**config.mk**
```make
export PLATFORM = sky130hd
export DESIGN_NAME = sseg_scan
export DESIGN_NICKNAME = d
export VERILOG_FILES = /design/src/rtl/sseg_scan.sv
export SDC_FILE = /design/constraint.sdc
export NUM_CORES = 1
export LEC_CHECK = 0
export CAP_MARGIN = 20
export CORE_MARGIN = 4
export CORE_UTILIZATION = 39
export DETAILED_ROUTE_END_ITERATION = 10
export GPL_TIMING_DRIVEN = 0
export PLACE_DENSITY = 0.71
export SLEW_MARGIN = 0
export SYNTH_ARGS = -nofsm -noshare
export SYNTH_HDL_FRONTEND = slang
export SYNTH_SLANG_ARGS = --single-unit
export TNS_END_PERCENT = 1
```
**constraint.sdc**
```tcl
create_clock -name clk -period 4 [get_ports clk]
set_input_delay 1.2 -clock clk [delete_from_list [all_inputs] [get_ports clk]]
set_output_delay 1.2 -clock clk [all_outputs]
set_load 0.005 [all_outputs]
```
**src/rtl/sseg_scan.sv**
```systemverilog
// Scans four snapshotted digit patterns onto a shared active-low 4-digit display; outputs lag state by 1 cycle.
// No backpressure: free-running scan; inputs are sampled once per frame so a frame is never torn.
module sseg_scan #(
  parameter int REFRESH_COUNT = 50000,
  parameter int BLANK_COUNT   = 500
) (
  input  logic       clk,
  input  logic       reset,
  input  logic [7:0] in_0,
  input  logic [7:0] in_1,
  input  logic [7:0] in_2,
  input  logic [7:0] in_3,
  output logic [3:0] an,
  output logic [7:0] sseg,
  output logic       frame_tick
);

  localparam int            CW        = $clog2(REFRESH_COUNT);
  localparam logic [CW-1:0] CNT_LAST  = CW'(REFRESH_COUNT - 1);
  localparam logic [CW-1:0] CNT_BLANK = CW'(BLANK_COUNT);

  logic [CW-1:0] cnt;
  logic [1:0]    idx;
  logic [7:0]    snap [4];
  logic [7:0]    snap_sel;
  logic          slot_end;
  logic          frame_start;
  logic          in_blank;

  assign slot_end    = (cnt == CNT_LAST);
  assign frame_start = (cnt == '0) && (idx == 2'd0);
  assign in_blank    = (cnt < CNT_BLANK);
  assign snap_sel    = snap[idx];

  // Slot counter and digit index
  always_ff @(posedge clk) begin
    if (reset) begin
      cnt <= '0;
      idx <= 2'd0;
    end else if (slot_end) begin
      cnt <= '0;
      idx <= idx + 2'd1;
    end else begin
      cnt <= cnt + CW'(1);
    end
  end

  // Whole-frame snapshot taken only at the (0,0) state so digits never mix frames
  always_ff @(posedge clk) begin
    if (reset) begin
      for (int k = 0; k < 4; k++) begin
        snap[k] <= 8'hFF;
      end
    end else if (frame_start) begin
      snap[0] <= in_0;
      snap[1] <= in_1;
      snap[2] <= in_2;
      snap[3] <= in_3;
    end
  end

  always_ff @(posedge clk) begin
    if (reset) begin
      an         <= 4'b1111;
      sseg       <= 8'hFF;
      frame_tick <= 1'b0;
    end else begin
      if (in_blank) begin
        an   <= 4'b1111;
        sseg <= 8'hFF;
      end else begin
        an   <= ~(4'b0001 << idx);
        sseg <= snap_sel;
      end
      // Registered one cycle ahead so the pulse coincides with the (0,0) state
      frame_tick <= slot_end && (idx == 2'd3);
    end
  end

endmodule

```
==> impl_metrics.tcl, run 1 <==
set metrics [dict create \
    outcome "completed" \
    p_clk_share_pct 43.0 \
    fmax_mhz 361.6 \
    grt-ovfl-total 0 \
    fin_area_sq_um 3431 \
    path_clk_slew_ns 0.07 \
    nets 307 \
    worstHoldPathCells 1 \
    cap_violations 0 \
    async_flop_share_pct 0 \
    fin_worst_skew_ns 0.01071 \
    power_frac_seq_pct 50.2 \
    tightest_slew_ns 0.8878 \
    cp_max_fo 32 \
    groute.usage.overall_pct 12.23 \
    p_int_mw 1.134 \
    hp-start "cnt[0]" \
    reg2reg_to "snap[3][6]" \
    synth.area.mux_share_pct 7.207 \
    final_util_pct 53.12 \
    hold_path.class "register to register" \
    avgViaCountPerCell 4.702 \
    ys_seq_elements 63 \
    placed_cell_area_sq_um 3207 \
    fp.dieArea_sq_um 8146 \
    synth_top_family_by_area "simple AND/OR/NAND/NOR gates" \
    r2r-start "idx[0]" \
    wl_per_cell_um 13.73 \
    yosys.area_share.simple_pct 21.38 \
    place_congestion 0.7908 \
    cts-root-buf "clkbuf_8" \
    arrival_ns 2.72 \
    fin_setup_tns_ns 0 \
    hpwl_um 3453 \
    synth-edff-count 32 \
    final-setup-viol-count 0 \
    core-area_sq_um 6459 \
    synth_seq_area_share_pct 59.93 \
    clk_latency_ns 0.33 \
    crit_required_ns 3.95 \
    min_to "cnt[0]" \
    power_mw 1.431 \
    drc 0 \
    filler_cell_count 571 \
    routed_wl_um 4792 \
    r2r_cells 6 \
    cp-end-kind "register" \
    reg2reg_slack_ns 1.23 \
    rsz0062_at_grt "no" \
    dp_cells 333 \
    vias 1641 \
    synthesis.area_sq_um 2639 \
    period_needed_ns 2.765 \
    first_global_vias 1612 \
    synthesis.nets 250 \
    io_buffers 46 \
    drt_iter0_markers 82 \
    cts_made_buffers 9 \
    ir_worst_vdd_mv 0.1809 \
    critPathLaunchType "register" \
    synth_compound_gate_area_share_pct 0.4742 \
    pwr-share-comb_pct 6.8 \
    die_h_um 90.26 \
    cts.repair.resized 0 \
    clk_path_buf_depth 2 \
    hold_viol 0 \
    multiInputGateArea_sq_um 984.7 \
    drive_gt1_share_pct 13.24 \
    cts_tree "built" \
    synth-xor-area-share_pct 4.979 \
    synth_fa_ha_area_share_pct 2.845 \
    n_antenna_cell 0 \
    slew_violations 0 \
    seqCellArea_sq_um 1582 \
    syn_inst 210 \
    std_cell_rows 29 \
    synthFlopType "edfxtp_1" \
    cts_setup_buffers 0 \
    die_x_um 90.26 \
    ys_types 29 \
    p_leak_nw 1.095 \
    postCtsHoldBufs 0 \
    drt_pass1_iterations 5 \
    grt_pass1_wl_um 7652 \
    avgSynthCellArea_sq_um 12.57 \
    p_per_area_nw_per_um2 417.0 \
    slew-limit-headroom_pct 40.66 \
    netSwitchingPower_mw 0.2964 \
    finalNonFillerCells 349 \
    clock-sinks 63 \
    start_util_pct 40.86 \
    ctsHtreeMaxLevel 3 \
    grt_max_degree 33 \
    area_growth_pct 30.01 \
    ant_nets 0 \
    min_period_over_period_pct 69.13 \
    synth_warnings 0 \
    antenna_found_initial 0 \
    switching_share_pct 20.72 \
    critical_path_class "register to register" \
    io_pins 47 \
]
-- final cells by class --
| cell class | instances | share of cell area (%) |
|---|---|---|
| Inverter | 7 | 0.7659 |
| Buffer | 8 | 1.678 |
| Sequential cell | 63 | 46.10 |
| Tap cell | 77 | 2.808 |
| Multi-Input combinational cell | 132 | 28.70 |
| Clock buffer | 11 | 4.121 |
| Timing Repair Buffer | 46 | 13.42 |
| Clock inverter | 5 | 2.407 |
-- stage by stage --
stage	worst slack, ns	hold WS (ns)
floorplan	0.7240	0.4416
global placement	-0.1316	0.4616
detailed placement	1.187	0.4837
CTS	1.153	0.4939
global route	0.9911	0.5405
finish	1.235	0.4891
-- routing by layer --
layer	global-route usage, %	vias up	share of wire (%)
met5	0	-	0
met4	4.974	0	0.83
met3	4.583	4	5.0
met2	20.85	42	51
met1	13.79	757	43
li1	-	838	-
-- how the worst max path moves through the flow --
stage                 endpoint  startpoint  cells past startpoint  slack (ns)
floorplan           snap[0][0]      idx[0]                      6        0.72
global placement    snap[1][0]      idx[0]                      6       -0.13
detailed placement  snap[3][1]      idx[0]                      6        1.19
CTS                 snap[3][4]      idx[0]                      6        1.15
global route        snap[3][6]      idx[0]                      6        0.99
finish              snap[3][6]      idx[0]                      6        1.23
-- critical path: stages (launching register included) --
cell	delay (ns)
dfxtp_1	0.33
clkbuf_1	0.32
inv_1	0.23
ha_1	0.19
nor4bb_1	0.37
nand3_1	0.21
o21bai_4	0.73
-- logic make-up after synthesis --
family / Yosys count
mux: 9
buf+inv: 15
compound gates: 2
simple gates: 100
fa+ha+maj: 6
xor+xnor: 15
flops: 63
-- Yosys cell counts (2+ instances only) --
| cell | instances | share of area, % |
|---|---|---|
| nor2_1 | 22 | 3.1 |
| nand2b_1 | 41 | 9.7 |
| nor4_1 | 6 | 1.4 |
| inv_1 | 7 | 1.0 |
| nand3_1 | 4 | 0.76 |
| ha_1 | 6 | 2.8 |
| or4_4 | 2 | 0.85 |
| nand4_1 | 6 | 1.4 |
| clkbuf_1 | 3 | 0.43 |
| nand2_1 | 8 | 1.1 |
| dfxtp_1 | 31 | 24 |
| edfxtp_1 | 32 | 36 |
| xnor2_1 | 14 | 4.6 |
| buf_2 | 3 | 0.57 |
| nor3_1 | 4 | 0.76 |
| mux4_2 | 8 | 6.8 |
-- power groups by stage --
stage,registers [mW],logic (mW),clock network [mW]
after floorplan,0.731,0.0520,0
after global placement,0.734,0.0957,0
after detailed placement,0.733,0.0991,0
after CTS,0.719,0.0991,0.626
after global routing,0.721,0.107,0.659
final,0.719,0.0971,0.615
-- sequential cells by signal, summed over array words and instances (netlist names) --
register / flops
an: 4
cnt: 16
frame_tick: 1
idx: 2
snap: 32
sseg: 8
-- placed cells by master, fill, tap and decap left out, drive strengths merged, types with 2 or more instances in the layout --
| cell type | netlist | routed |
|---|---|---|
| nor4 | 6 | 6 |
| inv | 7 | 7 |
| nand4 | 6 | 6 |
| ha | 6 | 6 |
| nand3 | 4 | 4 |
| or3 | 2 | 2 |
| nand2b | 42 | 42 |
| nor2 | 22 | 22 |
| bufinv | 0 | 2 |
| or4 | 2 | 2 |
| dfxtp | 31 | 31 |
| xnor2 | 14 | 14 |
| clkdlybuf4s50 | 0 | 46 |
| buf | 5 | 5 |
| clkbuf | 3 | 14 |
| edfxtp | 32 | 32 |
| nand2 | 8 | 8 |
| mux4 | 8 | 8 |
| clkinvlp | 0 | 3 |
| nor3 | 5 | 5 |
No activity file was read; power rests on OpenSTA's default activity.
==> run 2: changes to the inputs <==
Clock period 4 ns to 2.9 ns, I/O delays scaled along.
==> impl_metrics.tcl, run 2 (synthesized netlist as in run 1, its figures left out) <==
set metrics [dict create \
    outcome "completed" \
    die_x_um 90.26 \
    holdWs_ns 0.4813 \
    multiInputGateArea_sq_um 984.7 \
    pre_cts_ws_ns 0.1509 \
    hpwl_um 3381 \
    std_cell_rows 29 \
    r2r-start "idx[0]" \
    wl_per_cell_um 13.72 \
    crit_path_end "snap[1][6]" \
    layout_commonest_cell "clkdlybuf4s50_1" \
    critPathTopFamily "compound AO/OA/AOI/OAI gates" \
    fin_worst_skew_ns 0.008770 \
    drt_pass1_iterations 5 \
    final_util_pct 53.68 \
    min_period_over_period_pct 93.18 \
    fp.dieArea_sq_um 8146 \
    grt_max_degree 33 \
    clk_path_buf_depth 2 \
    top_usage_layer "met2" \
    critPathLaunchType "register" \
    regMostFlops "snap" \
    slew-limit-headroom_pct 41.29 \
    rsz0062_at_grt "yes" \
    cp_max_fo 32 \
    use_met3_pct 3.500 \
    cts-root-buf "clkbuf_8" \
    cpMaxStageDelayCell "o21bai_4" \
    critical_path_class "register to register" \
    drt_iter0_markers 101 \
    drc 0 \
    grt-ovfl-total 0 \
    path_cells "clkbuf_1 -> inv_1 -> ha_1 -> nor4bb_1 -> nand3_1 -> o21bai_4" \
    crit_start "idx[0]" \
    timing.final.ws_setup_ns 0.1977 \
    tightest_slew_ns 0.8783 \
    placed_cell_area_sq_um 3207 \
    clk_latency_ns 0.34 \
    first_global_vias 1647 \
    period_needed_ns 2.702 \
    postCtsHoldBufs 0 \
    die_h_um 90.26 \
    avgViaCountPerCell 4.719 \
    use_met1_pct 15.94 \
    clock-sinks 63 \
    p_leak_nw 1.120 \
    cap_violations 0 \
    largest_reg_flops 32 \
    n_antenna_cell 0 \
    cts.repair.resized 0 \
    routed_wl_um 4789 \
    start_util_pct 40.86 \
    vias 1647 \
    fin_setup_tns_ns 0 \
    critPathBufInv 2 \
    arrival_ns 2.66 \
    cts_made_buffers 9 \
    finalNonFillerCells 349 \
    worst-path-stages 6 \
    nets 307 \
    cts_setup_buffers 0 \
    fin_area_sq_um 3467 \
    reg2reg_slack_ns 0.20 \
    hold_path.class "register to register" \
    power_mw 2.115 \
    critPathMaxStageDelay_ns 0.73 \
    io_pins 47 \
    reg_top3 "snap (32), cnt (16), sseg (8)" \
    use_met2_pct 19.79 \
    core-area_sq_um 6459 \
    antenna_found_initial 0 \
    seqCellArea_sq_um 1582 \
    crit_required_ns 2.86 \
    area_growth_pct 31.39 \
    filler_cell_count 570 \
    grt_pass1_wl_um 7948 \
    cts_tree "built" \
    final-setup-viol-count 0 \
    hold_viol 0 \
    ir_worst_vdd_mv 0.3220 \
    r2r_cells 6 \
    reg2reg_to "snap[1][6]" \
    path_clk_slew_ns 0.07 \
    p_per_area_nw_per_um2 610.1 \
    cp-end-kind "register" \
    mostFrequentLayoutCells "clkdlybuf4s50_1 (46), nand2b_1 (41), edfxtp_1 (32)" \
    dp_cells 333 \
    groute.usage.overall_pct 12.57 \
    drive_gt1_share_pct 13.24 \
    ant_nets 0 \
    fmax_mhz 370.1 \
    io_buffers 46 \
    ctsHtreeMaxLevel 3 \
    place_congestion 0.7948 \
    slew_violations 0 \
]
-- run 2: changes by cell type in the layout (fill, tap and decap cells not counted), sizes merged --
cell | previous run | this run
clkinvlp | 3 | 1
clkinv | 0 | 1
bufinv | 2 | 4
clkbuf | 14 | 13
-- run 2: worst min-delay path by stage --
stage          startpoint     end  slack, ns  depth (start not counted)
2_1_floorplan      cnt[0]  cnt[0]       0.44                          1
3_3_place_gp       cnt[0]  cnt[0]       0.46                          1
3_5_place_dp       cnt[0]  cnt[0]       0.47                          1
4_1_cts            cnt[0]  cnt[0]       0.48                          1
5_1_grt            cnt[0]  cnt[0]       0.51                          1
6_report           cnt[0]  cnt[0]       0.48                          1
-- run 2: power by group --
part | leakage (nW) | switching [mW] | internal [mW] | total [mW]
registers | 0.517 | 0.0120 | 0.980 | 0.992
clock network | 0.126 | 0.332 | 0.657 | 0.989
logic | 0.476 | 0.0574 | 0.0768 | 0.134
-- run 2: final cells by class --
cell class	count	area share [%]
plain buffers	8	1.660
multi-input cells	132	28.40
clock inverters	6	3.825
flip-flops and latches	63	45.62
repair buffers	46	13.28
inverters	7	0.7578
well taps	77	2.779
clock buffers	10	3.681
-- run 2: layer usage --
| metal | part of all wire [%] | up-vias | wire length, um |
|---|---|---|---|
| met5 | 0 | - | 0 |
| li1 | - | 836 | - |
| met1 | 44 | 759 | 2116 |
| met3 | 5.5 | 10 | 265 |
| met2 | 48 | 42 | 2318 |
| met4 | 1.9 | 0 | 89 |
-- run 2: worst reg2reg max path: cells and delay by family, from the launching register on --
kind	cells	cell delay [ns]
adder cells (fa/ha/maj)	1	0.19
AO/OA/AOI/OAI	1	0.73
buffers and inverters	2	0.54
flip-flops	1	0.33
AND/OR/NAND/NOR	2	0.52
==> run 3: changes to the inputs <==
Settings changed: ABC_AREA set to 1, MAX_ROUTING_LAYER set to met4, PLACE_DENSITY 0.71 to 0.7, SKIP_CTS_REPAIR_TIMING set to 1.
==> impl_metrics.tcl, run 3 <==
set metrics [dict create \
    place_congestion 0.8349 \
    critical_path_class "primary input to register" \
    clk_latency_ns 0.35 \
    nets 432 \
    dp_cells 480 \
    p_leak_nw 1.440 \
    yosysMostFrequentCell "inv_1" \
    slew_violations 0 \
    rsz0062_at_grt "no" \
    hold_path.class "register to register" \
    power_mw 1.856 \
    synth_seq_area_share_pct 52.71 \
    cts_made_buffers 9 \
    die_h_um 95.71 \
    min_to "cnt[15]" \
    r2r_cells 9 \
    holdWs_ns 0.5043 \
    critPathLaunchType "primary input" \
    reg2reg_to "snap[0][7]" \
    yosys.area.top_type "edfxtp_1" \
    io_pins 47 \
    reg_top3 "snap (32), cnt (16), sseg (8)" \
    wl_per_cell_um 12.60 \
    p_per_area_nw_per_um2 489.6 \
    ys_seq_elements 63 \
    hold_viol 0 \
    path_clk_slew_ns 0.07 \
    outcome "completed" \
    synth_area_leaders "edfxtp_1 (32%), dfxtp_1 (21%), nand4_1 (7.9%), inv_1 (6.5%), nor2_1 (6.1%)" \
    period_needed_ns 2.666 \
    synth-edff-count 32 \
    die_x_um 95.71 \
    grt-ovfl-total 0 \
    r2r-start "idx[0]" \
    synth_warnings 0 \
    std_cell_rows 31 \
    fp.dieArea_sq_um 9160 \
    worstHoldPathCells 2 \
    largest_reg_flops 32 \
    final-setup-viol-count 0 \
    start_util_pct 40.71 \
    synth_top_cells_by_count "inv_1 (52), nor2_1 (49), nand4_1 (38)" \
    filler_cell_count 683 \
    hp-start "cnt[15]" \
    cts-root-buf "clkbuf_8" \
    ctsHtreeMaxLevel 3 \
    fin_worst_skew_ns 0.01079 \
    grt_pass1_wl_um 10080 \
    drt_pass1_iterations 4 \
    area_growth_pct 26.36 \
    hpwl_um 4651 \
    synthFlopType "edfxtp_1" \
    synth_top_area_share_pct 32.03 \
    clk_path_buf_depth 2 \
    cp_max_fo 24 \
    drive_gt1_share_pct 12.34 \
    regMostFlops "snap" \
    synthesis.area_sq_um 3000 \
    cp-end-kind "register" \
    reg2reg_slack_ns 0.24 \
    groute.usage.overall_pct 15.03 \
    drc 0 \
    slew-limit-headroom_pct 66.88 \
    io_buffers 46 \
    avgViaCountPerCell 4.891 \
    syn_inst 334 \
    avgSynthCellArea_sq_um 8.983 \
    core-area_sq_um 7370 \
    synthesis.nets 374 \
    n_antenna_cell 0 \
    final_util_pct 51.44 \
    finalNonFillerCells 496 \
    ir_worst_vdd_mv 0.2309 \
    ys_types 28 \
    arrival_ns 2.77 \
    routed_wl_um 6249 \
    drt_iter0_markers 108 \
    antenna_found_initial 0 \
    tightest_slew_ns 0.4956 \
    ant_nets 0 \
    async_flop_share_pct 0 \
    cts_tree "built" \
    clock-sinks 63 \
    min_period_over_period_pct 91.93 \
    fmax_mhz 375.1 \
    vias 2426 \
    mostFrequentLayoutCells "inv_1 (52), nor2_1 (49), clkdlybuf4s50_1 (46)" \
    crit_required_ns 3.00 \
    fin_setup_tns_ns 0 \
    grt_max_degree 25 \
    layout_commonest_cell "inv_1" \
    first_global_vias 2190 \
    cap_violations 0 \
]
run 3: routing by layer:
metal,GRT usage (%),vias up,part of all wire [%]
met3,3.284,12,5.4
li1,-,1247,-
met2,22.58,77,46
met5,-,-,0
met1,19.14,1090,46
met4,7.583,0,2.6
run 3: how the worst max path moves through the flow:
stage,from,endpoint,slack [ns],cells past startpoint
after floorplan,reset,snap[0][0],0.35,4
after global placement,reset,snap[0][1],-0.51,5
after detailed placement,reset,snap[0][2],-0.11,6
after CTS,idx[0],snap[1][7],0.21,9
after global routing,idx[0],snap[0][7],0.02,9
final,reset,snap[0][7],0.23,6
run 3: layout make-up:
cell class	instances	area, sq um	share of cell area (%)
Multi-Input combinational cell	198	1096	28.91
Tap cell	99	123.9	3.267
Sequential cell	63	1582	41.72
Buffer	18	116.4	3.069
Clock inverter	7	55.05	1.452
Timing Repair Buffer	47	488.0	12.87
Clock buffer	9	123.9	3.267
Inverter	55	206.4	5.446
run 3: logic make-up after synthesis:
group / synth area share (%)
AOI/OAI and AO/OA: 7.214
xor gates and xnor gates: 1.460
adders and majority gates: 2.502
buffers and inverters: 10.76
DFF: 52.71
and+or+nand+nor: 25.35
run 3: power by group:
group / switching, mW / internal, mW / total [mW]
combinational: 0.0879 / 0.0850 / 0.173
clock: 0.374 / 0.318 / 0.692
sequential: 0.0122 / 0.979 / 0.991
total: 0.475 / 1.38 / 1.86
run 3: through the flow:
step	setup WS, ns	cell area [sq um]
finish	0.2340	3791
floorplan	0.3519	3000
detailed placement	-0.1096	3612
global route	0.01634	3791
CTS	0.2143	3791
global placement	-0.5084	3585
run 3: worst max-delay path, cell delays in order:
cell,delay (ns)
clkdlybuf4s50_1,0.39
inv_1,0.15
buf_2,0.26
buf_1,0.37
nand2_1,0.41
buf_16,0.30
